==> config.mk <==
export PLATFORM = sky130hd
export DESIGN_NAME = counter_arbiter_flat
export DESIGN_NICKNAME = d
export VERILOG_FILES = /design/src/rtl/counter_arbiter_pkg.sv /design/src/rtl/counter_arbiter_if.sv /design/src/rtl/counter_arbiter_round_robin_pick.sv /design/src/rtl/counter_arbiter.sv /design/src/flat_wrapper.sv
export SDC_FILE = /design/constraint.sdc
export NUM_CORES = 1
export LEC_CHECK = 0
export BUFFER_PORTS_ARGS = -buffer_cell sky130_fd_sc_hd__buf_2
export CAP_MARGIN = 20
export CELL_PAD_IN_SITES_DETAIL_PLACEMENT = 0
export CELL_PAD_IN_SITES_GLOBAL_PLACEMENT = 1
export CORE_ASPECT_RATIO = 0.9
export CORE_MARGIN = 5
export CORE_UTILIZATION = 38
export DETAILED_ROUTE_END_ITERATION = 7
export PLACE_DENSITY_LB_ADDON = 0.1
export SYNTH_ARGS = -nofsm -noshare
export SYNTH_HDL_FRONTEND = slang
export SYNTH_SLANG_ARGS = --single-unit
==> constraint.sdc <==
create_clock -name clock -period 7.4 [get_ports clock]
set_clock_uncertainty 0.2 [all_clocks]
set_input_delay 1.11 -clock clock [delete_from_list [all_inputs] [get_ports clock]]
set_output_delay 1.11 -clock clock [all_outputs]
set_load 0.02 [all_outputs]
==> src/rtl/counter_arbiter_pkg.sv <==
// Shared types and default parameters for the counter arbiter block.
package counter_arbiter_pkg;

  localparam int unsigned DEFAULT_WIDTH        = 16;
  localparam int unsigned DEFAULT_REQUESTERS   = 4;
  localparam int unsigned DEFAULT_LOCK_TIMEOUT = 8;

  typedef enum logic [1:0] {
    OP_INC  = 2'b00,
    OP_DEC  = 2'b01,
    OP_LOAD = 2'b10,
    OP_READ = 2'b11
  } op_t;

  typedef enum logic {
    UNLOCKED = 1'b0,
    LOCKED   = 1'b1
  } state_t;

endpackage

==> src/rtl/counter_arbiter_if.sv <==
// Command/response bundle between the clients (master) and the counter arbiter (slave).
interface counter_arbiter_if
  import counter_arbiter_pkg::*;
#(
  parameter int unsigned WIDTH      = DEFAULT_WIDTH,
  parameter int unsigned REQUESTERS = DEFAULT_REQUESTERS,
  localparam int unsigned ID_W      = $clog2(REQUESTERS)
);

  logic [REQUESTERS-1:0]       req_valid;
  logic [REQUESTERS-1:0]       req_lock;
  logic [2*REQUESTERS-1:0]     req_op;
  logic [WIDTH*REQUESTERS-1:0] req_value;
  logic [REQUESTERS-1:0]       req_ready;

  logic                        resp_valid;
  logic [ID_W-1:0]             resp_id;
  logic [WIDTH-1:0]            resp_value;

  modport master (
    output req_valid, req_lock, req_op, req_value,
    input  req_ready, resp_valid, resp_id, resp_value
  );

  modport slave (
    input  req_valid, req_lock, req_op, req_value,
    output req_ready, resp_valid, resp_id, resp_value
  );

endinterface

==> src/rtl/counter_arbiter_round_robin_pick.sv <==
// Combinational round-robin picker: first set request at or after rr_i, scanning upward with wrap.
module round_robin_pick #(
  parameter int unsigned NumReq = 4,
  localparam int unsigned IdW   = $clog2(NumReq)
) (
  input  logic [NumReq-1:0] req_i,
  input  logic [IdW-1:0]    rr_i,
  output logic [NumReq-1:0] grant_o,
  output logic [IdW-1:0]    grant_idx_o
);

  logic [IdW-1:0] cand;
  logic           found;

  always_comb begin
    grant_o     = '0;
    grant_idx_o = '0;
    found       = 1'b0;
    cand        = rr_i;
    for (int unsigned k = 0; k < NumReq; k++) begin
      if (!found && req_i[cand]) begin
        grant_o[cand] = 1'b1;
        grant_idx_o   = cand;
        found         = 1'b1;
      end
      // Explicit wrap so non-power-of-two client counts stay in range.
      cand = (32'(cand) == NumReq - 1) ? '0 : cand + IdW'(1);
    end
  end

endmodule

==> src/rtl/counter_arbiter.sv <==
// Shared counter with round-robin arbitration, optional client lock with idle timeout,
// and one registered response per accepted command.
module counter_arbiter
  import counter_arbiter_pkg::*;
#(
  parameter int unsigned WIDTH        = DEFAULT_WIDTH,
  parameter int unsigned REQUESTERS   = DEFAULT_REQUESTERS,
  parameter int unsigned LOCK_TIMEOUT = DEFAULT_LOCK_TIMEOUT,
  localparam int unsigned ID_W        = $clog2(REQUESTERS)
) (
  input  logic             clock,
  input  logic             reset_,
  counter_arbiter_if.slave bus,
  output logic [WIDTH-1:0] counter,
  output logic             locked,
  output logic [ID_W-1:0]  owner
);

  localparam int unsigned TimerW = $clog2(LOCK_TIMEOUT + 1);

  state_t                state_q, state_d;
  logic [ID_W-1:0]       rr_q, rr_d;
  logic [ID_W-1:0]       owner_q, owner_d;
  logic [TimerW-1:0]     timer_q, timer_d;
  logic [WIDTH-1:0]      counter_q, counter_d;
  logic                  resp_valid_q;
  logic [ID_W-1:0]       resp_id_q;
  logic [WIDTH-1:0]      resp_value_q;

  logic [REQUESTERS-1:0] pick_grant;
  logic [ID_W-1:0]       pick_idx;
  logic [REQUESTERS-1:0] owner_onehot;
  logic [REQUESTERS-1:0] ready;
  logic [ID_W-1:0]       grant_idx;
  logic                  accept;

  op_t                   op_arr    [REQUESTERS];
  logic [WIDTH-1:0]      value_arr [REQUESTERS];

  function automatic logic [ID_W-1:0] next_id(input logic [ID_W-1:0] id);
    return (32'(id) == REQUESTERS - 1) ? '0 : id + ID_W'(1);
  endfunction

  always_comb begin
    for (int i = 0; i < REQUESTERS; i++) begin
      op_arr[i]    = op_t'(bus.req_op[2*i +: 2]);
      value_arr[i] = bus.req_value[WIDTH*i +: WIDTH];
    end
  end

  round_robin_pick #(
    .NumReq (REQUESTERS)
  ) u_pick (
    .req_i       (bus.req_valid),
    .rr_i        (rr_q),
    .grant_o     (pick_grant),
    .grant_idx_o (pick_idx)
  );

  // While locked only the owner may be granted; the picker is bypassed.
  always_comb begin
    owner_onehot          = '0;
    owner_onehot[owner_q] = 1'b1;
    if (state_q == LOCKED) begin
      ready     = bus.req_valid & owner_onehot;
      grant_idx = owner_q;
    end else begin
      ready     = pick_grant;
      grant_idx = pick_idx;
    end
  end

  assign accept        = |ready;
  assign bus.req_ready = ready;

  always_comb begin
    state_d   = state_q;
    rr_d      = rr_q;
    owner_d   = owner_q;
    timer_d   = timer_q;
    counter_d = counter_q;

    if (accept) begin
      unique case (op_arr[grant_idx])
        OP_INC:  counter_d = counter_q + WIDTH'(1);
        OP_DEC:  counter_d = counter_q - WIDTH'(1);
        OP_LOAD: counter_d = value_arr[grant_idx];
        OP_READ: counter_d = counter_q;
        default: counter_d = counter_q;
      endcase
    end

    unique case (state_q)
      UNLOCKED: begin
        if (accept) begin
          rr_d    = next_id(grant_idx);
          timer_d = '0;
          if (bus.req_lock[grant_idx]) begin
            state_d = LOCKED;
            owner_d = grant_idx;
          end
        end
      end
      LOCKED: begin
        if (accept) begin
          timer_d = '0;
          if (!bus.req_lock[owner_q]) begin
            state_d = UNLOCKED;
            rr_d    = next_id(owner_q);
          end
        end else if (timer_q == TimerW'(LOCK_TIMEOUT - 1)) begin
          // This idle cycle is the LOCK_TIMEOUT-th one: force release.
          state_d = UNLOCKED;
          rr_d    = next_id(owner_q);
          timer_d = '0;
        end else begin
          timer_d = timer_q + TimerW'(1);
        end
      end
      default: state_d = UNLOCKED;
    endcase
  end

  always_ff @(posedge clock or negedge reset_) begin
    if (!reset_) begin
      state_q      <= UNLOCKED;
      rr_q         <= '0;
      owner_q      <= '0;
      timer_q      <= '0;
      counter_q    <= '0;
      resp_valid_q <= 1'b0;
      resp_id_q    <= '0;
      resp_value_q <= '0;
    end else begin
      state_q      <= state_d;
      rr_q         <= rr_d;
      owner_q      <= owner_d;
      timer_q      <= timer_d;
      counter_q    <= counter_d;
      resp_valid_q <= accept;
      if (accept) begin
        resp_id_q    <= grant_idx;
        resp_value_q <= counter_d;
      end
    end
  end

  assign bus.resp_valid = resp_valid_q;
  assign bus.resp_id    = resp_id_q;
  assign bus.resp_value = resp_value_q;
  assign counter        = counter_q;
  assign locked         = (state_q == LOCKED);
  assign owner          = owner_q;

endmodule

==> src/flat_wrapper.sv <==
// flat-port wrapper written by rule: the top's interface ports become plain ports
module counter_arbiter_flat import counter_arbiter_pkg::*;
#(
  parameter int unsigned WIDTH        = DEFAULT_WIDTH,
  parameter int unsigned REQUESTERS   = DEFAULT_REQUESTERS,
  parameter int unsigned LOCK_TIMEOUT = DEFAULT_LOCK_TIMEOUT,
  localparam int unsigned ID_W        = $clog2(REQUESTERS)
)
  (clock, reset_, counter, locked, owner, bus_req_valid, bus_req_lock, bus_req_op, bus_req_value, bus_req_ready, bus_resp_valid, bus_resp_id, bus_resp_value);
  counter_arbiter_if #(.WIDTH(WIDTH), .REQUESTERS(REQUESTERS)) bus_i ();
  input  logic clock;
  input  logic reset_;
  output logic [WIDTH-1:0] counter;
  output logic locked;
  output logic [ID_W-1:0] owner;
  input wire logic [$bits(bus_i.req_valid)-1:0] bus_req_valid;
  input wire logic [$bits(bus_i.req_lock)-1:0] bus_req_lock;
  input wire logic [$bits(bus_i.req_op)-1:0] bus_req_op;
  input wire logic [$bits(bus_i.req_value)-1:0] bus_req_value;
  output wire logic [$bits(bus_i.req_ready)-1:0] bus_req_ready;
  output wire logic [$bits(bus_i.resp_valid)-1:0] bus_resp_valid;
  output wire logic [$bits(bus_i.resp_id)-1:0] bus_resp_id;
  output wire logic [$bits(bus_i.resp_value)-1:0] bus_resp_value;
  assign bus_i.req_valid = bus_req_valid;
  assign bus_i.req_lock = bus_req_lock;
  assign bus_i.req_op = bus_req_op;
  assign bus_i.req_value = bus_req_value;
  assign bus_req_ready = bus_i.req_ready;
  assign bus_resp_valid = bus_i.resp_valid;
  assign bus_resp_id = bus_i.resp_id;
  assign bus_resp_value = bus_i.resp_value;
  counter_arbiter #(.WIDTH(WIDTH), .REQUESTERS(REQUESTERS), .LOCK_TIMEOUT(LOCK_TIMEOUT)) u_core (.clock(clock), .reset_(reset_), .bus(bus_i), .counter(counter), .locked(locked), .owner(owner));
endmodule
==> metrics.md, run 1 <==
| Metric | Value |
|---|---|
| Status | completed |
| Clk pin slew, worst setup/hold paths | 0.06 ns |
| Synth Instances | 556 |
| Mapped cell area | 0.004363 mm2 |
| Main flop type after synthesis | dfrtp_1 |
| Die Width | 122.9 um |
| Register area | 0.001101 mm2 |
| Ys async rst share | 100.0% |
| R2r startpoint | u_core.rr_q[0] |
| Synthesis-to-finish area growth | 18.96% |
| Slew Limit Fails | 0 |
| Worst-path cell chain | inv_1, ha_1, mux2i_1, mux2_2, o2111ai_4, a311o_1, o32a_1, nand2_1, nand2_1, xnor2_1, ha_1, or4_1, nor3_1, nand3b_1, a211o_1, a2111oi_0, a211o_1 |
| Pin count of the biggest net entering global routing | 45 |
| Longest Clk Path Bufs | 2 |
| IO Pins | 124 |
| Worst setup EP type | flop |
| Vias | 4524 |
| HPWL Detailed | 10920 um |
| Max-slew headroom | 34.88% |
| Fmax | 168.1 MHz |
| Die area | 0.01373 mm2 |
| Most common cell after layout, fill and taps aside | buf_2 |
| EDFF count, synth | 0 |
| Total GRT Usage | 20.70% |
| Most frequent cells in the layout | buf_2 (123), nand2_1 (83), nor2_1 (44), dfrtp_1 (44) |
| Worst min path class | reg2reg |
| Num CTS Buffers | 5 |
| Fillcell total | 1176 |
| Number of nets still failing antenna checks after routing | 0 |
| Post-CTS sizing | 0 |
| Critical path's slowest cell | dfrtp_1 |
| Vias in the first global route | 4340 |
| Post-synthesis sequential area ratio | 25.24% |
| Final Hold Viols | 0 |
| DRC | 0 |
| CP Launch Point | u_core.rr_q[0] |
| Hold Crit Start | u_core.bus.resp_value[6] |
| Total routed wirelength | 14410 um |
| Layout cells sized above 1 | 26.15% |
| Max-cap violations | 0 |
| GR Overflow Total | 0 |
| Worst slack, placed | 1.376 ns |
| Hold slack | 0.2757 ns |
| Hold Buf Count CTS | 0 |
| Yosys warns | 0 |
| Pre-Repair DR Iteration Count | 5 |
| Row count | 37 |
| Setup crit start kind | flop |
| Syn Nets | 651 |
| Starting Density | 38.47% |
| Multi-input gate area | 0.002940 mm2 |
| # setup viols final | 0 |
| DR vias/cell | 5.613 |
| Worst-Margin Slew | 0.9694 ns |
| Antenna violations before repair | 0 |
| RePlAce Congestion | 0.8983 |
| Placeable Area | 0.01134 mm2 |
| Unique masters post-synth | 71 |
| H-Tree Depth | 2 |
| # nets final | 744 |
| CTS tree | yes |
| Later-pin clock latency in the skew report | 0.29 ns |
| Post-layout util | 45.76% |
| Die height | 111.7 um |
| Post-CTS Setup Bufs | 0 |
| Crit Path Class | reg2reg |
| Critical path arrival | 5.97 ns |
| Yosys reg bits | 44 |
| Global-route wire length before repair | 22830 um |
| Final period util | 80.40% |
| Port-buffer cells | 123 |
| Syn avg cell area | 7.847 um2 |
| Iter 0 DRT Violations | 361 |
| RSZ-0062 raised after global routing | false |
| TNS Setup | 0 ns |
| Clock sink total | 44 |
| Minimum clock period | 5.949 ns |
| Crit path largest cell delay | 0.58 ns |
| DR WL/cell | 17.88 um |
| Clock root cell | clkbuf_16 |
| Diode count | 0 |
| Crit path max fanout | 16 |
| WP data required | 7.42 ns |
| Final setup margin | 1.451 ns |
cells by family (layout without fill, tap and decap cells):
group,Yosys count,count (layout),synth area share [%]
AND/OR/NAND/NOR,218,218,23.49
AO/OA/AOI/OAI,155,155,25.12
buffers and inverters,70,164,7.571
multiplexers,50,50,13.65
flip-flops,44,44,25.24
adder cells (fa/ha/maj),13,13,3.728
XOR/XNOR,6,6,1.205
worst paths after layout:
| kind | endpoint | slack [ns] | depth (start not counted) |
|---|---|---|---|
| worst max-delay path | u_core.counter[12] | 1.45 | 17 |
| worst min-delay path | u_core.bus.resp_value[6] | 0.28 | 1 |
| worst max register to register | u_core.counter[12] | 1.45 | 17 |
| worst min register to register | u_core.bus.resp_value[6] | 0.28 | 1 |
| max in group asynchronous | u_core.bus.resp_value[6] | 6.01 | 2 |
| min in group asynchronous | u_core.bus.resp_value[13] | 0.49 | 1 |
flip-flops by register name, indices dropped and copies added (netlist names):
name	cells
u_core.bus.resp_value	16
u_core.counter	16
u_core.owner	2
u_core.timer_q	4
u_core.bus.resp_id	2
u_core.rr_q	2
u_core.locked	1
u_core.bus.resp_valid	1
critical path, delay by kind of cell (launching register included):
family | cells | cell delay [ns]
DFF | 1 | 0.58
and+or+nand+nor | 5 | 1.25
AOI/OAI and AO/OA | 6 | 2.08
buffers and inverters | 1 | 0.24
xor gates and xnor gates | 1 | 0.14
adders and majority gates | 2 | 0.78
muxes | 2 | 0.59
area by class of cell:
type	instances	area share [%]
Sequential cell	44	21.22
Inverter	23	1.663
Clock inverter	2	0.6750
Timing Repair Buffer	133	13.55
Clock buffer	6	2.483
Multi-Input combinational cell	442	56.65
Tap cell	156	3.761
cells in the mapped netlist, drive strengths merged (6+ instances only):
cell type | instances | share of area [%]
nand4 | 6 | 0.86
o2111ai | 6 | 1.6
mux2i | 32 | 7.6
buf | 25 | 3.7
clkbuf | 22 | 1.9
a21o | 13 | 2.2
nor3 | 16 | 1.8
or3 | 8 | 1.1
nand2 | 83 | 7.1
a31oi | 12 | 1.7
mux2 | 13 | 3.4
dfrtp | 44 | 25
inv | 23 | 2.0
a21oi | 31 | 3.6
o221ai | 8 | 1.6
o21ai | 30 | 3.5
and3 | 9 | 1.3
ha | 13 | 3.7
a211oi | 11 | 2.0
nand3 | 20 | 2.3
nor2 | 44 | 3.8
per-stage QoR:
| step | instances | instance area [um2] |
|---|---|---|
| after floorplan | 556 | 4363 |
| final | 806 | 5190 |
| after detailed placement | 797 | 5006 |
| after global routing | 806 | 5190 |
| after CTS | 805 | 5170 |
| after global placement | 797 | 5006 |
layer usage:
metal,track usage (%),wire [um],vias up
met5,0,0,-
met4,2.836,123,0
met1,26.93,6502,2181
met3,3.606,533,10
li1,-,-,2221
met2,36.54,7252,112
Power of run 1 is not shown: default switching activity piles up to over one toggle a cycle in this logic, so the estimate is an artifact.
==> run 2, diff against run 1 <==
Clock period 7.4 ns to 6 ns, I/O delays scaled along.
==> run 2 against run 1 <==
  * Cell count grew 0.74%
  * Setup slack lost 0.81 ns
  * Non-clock buffer count grew 6
  * Critical path type unchanged
==> metrics.md, run 2 (same netlist as run 1, synthesis figures left out) <==
| Metric | Value |
|---|---|
| Status | completed |
| Iter 0 DRT Violations | 327 (-9.4%) |
| # nets final | 750 (+0.81%) |
| Later-pin clock latency in the skew report | 0.30 ns (about the same) |
| Diode count | 0 (unchanged) |
| Crit path max fanout | 12 (-4) |
| Post-CTS sizing | 0 (unchanged) |
| Placeable Area | 0.01134 mm2 (unchanged) |
| Num CTS Buffers | 5 (unchanged) |
| Clock root cell | clkbuf_16 |
| Pin count of the biggest net entering global routing | 45 (unchanged) |
| Crit Path Class | reg2reg |
| Starting Density | 38.47% (unchanged) |
| Antenna violations before repair | 0 (unchanged) |
| Max-slew headroom | 31.01% (-3.9 points) |
| RSZ-0062 raised after global routing | false |
| TNS Setup | 0 ns (unchanged) |
| Most common cell after layout, fill and taps aside | buf_2 |
| Die height | 111.7 um (unchanged) |
| Max-cap violations | 0 (unchanged) |
| Clk pin slew, worst setup/hold paths | 0.07 ns (about the same) |
| Port-buffer cells | 123 (unchanged) |
| Synthesis-to-finish area growth | 20.30% |
| WP data required | 6.05 ns (-1.37 ns) |
| Global-route wire length before repair | 24280 um (+6.3%) |
| HPWL Detailed | 11510 um (+5.4%) |
| FF-to-FF setup slack | 0.64 ns (-0.81 ns) |
| DR vias/cell | 5.666 (+0.95%) |
| Post-CTS Setup Bufs | 0 (unchanged) |
| Longest Clk Path Bufs | 2 (unchanged) |
| Vias in the first global route | 4585 (+5.6%) |
| Most frequent cells in the layout | buf_2 (123), nand2_1 (83), nor2_1 (44), dfrtp_1 (44) |
| Clock sink total | 44 (unchanged) |
| Final period util | 89.36% (+9.0 points) |
| DR WL/cell | 18.62 um (+4.2%) |
| Hold Buf Count CTS | 0 (unchanged) |
| Worst setup EP type | flop |
| CTS tree | yes |
| DRC | 0 (unchanged) |
| Critical path arrival | 5.41 ns (-0.56 ns) |
| Minimum clock period | 5.362 ns (-0.5876 ns) |
| Worst-Margin Slew | 1.032 ns (+0.06290 ns) |
| RePlAce Congestion | 0.8504 (-5.3%) |
| Worst min path class | reg2reg |
| Fillcell total | 1176 (unchanged) |
| Vias | 4601 (+1.7%) |
| Row count | 37 (unchanged) |
| Fmax | 186.5 MHz (+11%) |
| Slew Limit Fails | 0 (unchanged) |
| Setup crit start kind | flop |
| Total GRT Usage | 22.28% (+1.6 points) |
| GR Overflow Total | 0 (unchanged) |
| Total routed wirelength | 15120 um (+4.9%) |
| Die area | 0.01373 mm2 (unchanged) |
| H-Tree Depth | 2 (unchanged) |
| Number of nets still failing antenna checks after routing | 0 (unchanged) |
| IO Pins | 124 (unchanged) |
| Final Hold Viols | 0 (unchanged) |
| Layout cells sized above 1 | 26.98% (+0.83 points) |
| Die Width | 122.9 um (unchanged) |
| Pre-Repair DR Iteration Count | 5 (unchanged) |
| # setup viols final | 0 (unchanged) |
-- run 2: final cells by class --
class	instances	area (um2)	area share [%]
clock buffer	6	138.9	2.646
sequential	44	1101	20.98
tap	156	195.2	3.719
inverter	23	86.33	1.645
timing repair buffer	139	748.2	14.26
multi-input combinational	442	2940	56.02
clock inverter	2	38.79	0.7390
-- run 2: final timing paths --
path                                          start                        end  cells after the start
setup / recovery                     u_core.rr_q[0]  u_core.bus.resp_value[14]                     19
hold / removal             u_core.bus.resp_value[3]   u_core.bus.resp_value[3]                      1
setup reg to reg                     u_core.rr_q[0]  u_core.bus.resp_value[14]                     19
hold reg to reg            u_core.bus.resp_value[3]   u_core.bus.resp_value[3]                      1
max in group asynchronous                    reset_         u_core.counter[15]                      2
min in group asynchronous                    reset_      u_core.bus.resp_valid                      1
-- run 2: through the flow --
stage | instance area [um2] | utilization [%] | setup WS [ns] | std cells | hold slack, ns
floorplan | 4363 | - | 0.5863 | 556 | 0.3128
global placement | 5051 | 44.53 | 0.5944 | 803 | 0.2560
detailed placement | 5051 | 44.53 | 0.4520 | 803 | 0.2607
CTS | 5229 | 46.10 | 0.6242 | 811 | 0.2806
global route | 5249 | 46.28 | 0.1869 | 812 | 0.3000
finish | 5249 | 46.28 | 0.6382 | 812 | 0.2777
-- run 2: per-layer routing --
metal	share of wire, %	wire length, um	global-route usage (%)
met5	0	0	0
met4	2.9	446	7.687
met3	4.5	677	4.063
met2	49	7460	37.63
met1	43	6539	28.36
-- run 2: worst max-delay path: stages, from the launching register on --
cell and delay (ns):
dfrtp_1 0.60, inv_1 0.11, ha_1 0.47, mux2i_1 0.30
mux2_2 0.23, o2111ai_4 0.17, a211oi_1 0.36, a21oi_1 0.10
o32a_1 0.42, nand2_1 0.09, nand2_1 0.09, xnor2_1 0.14
ha_1 0.24, or4_1 0.47, or3_1 0.39, or4_1 0.42
mux2i_1 0.17, a21oi_1 0.09, nand4_1 0.12, o21a_1 0.13
Power of run 2 is left out for the same reason.
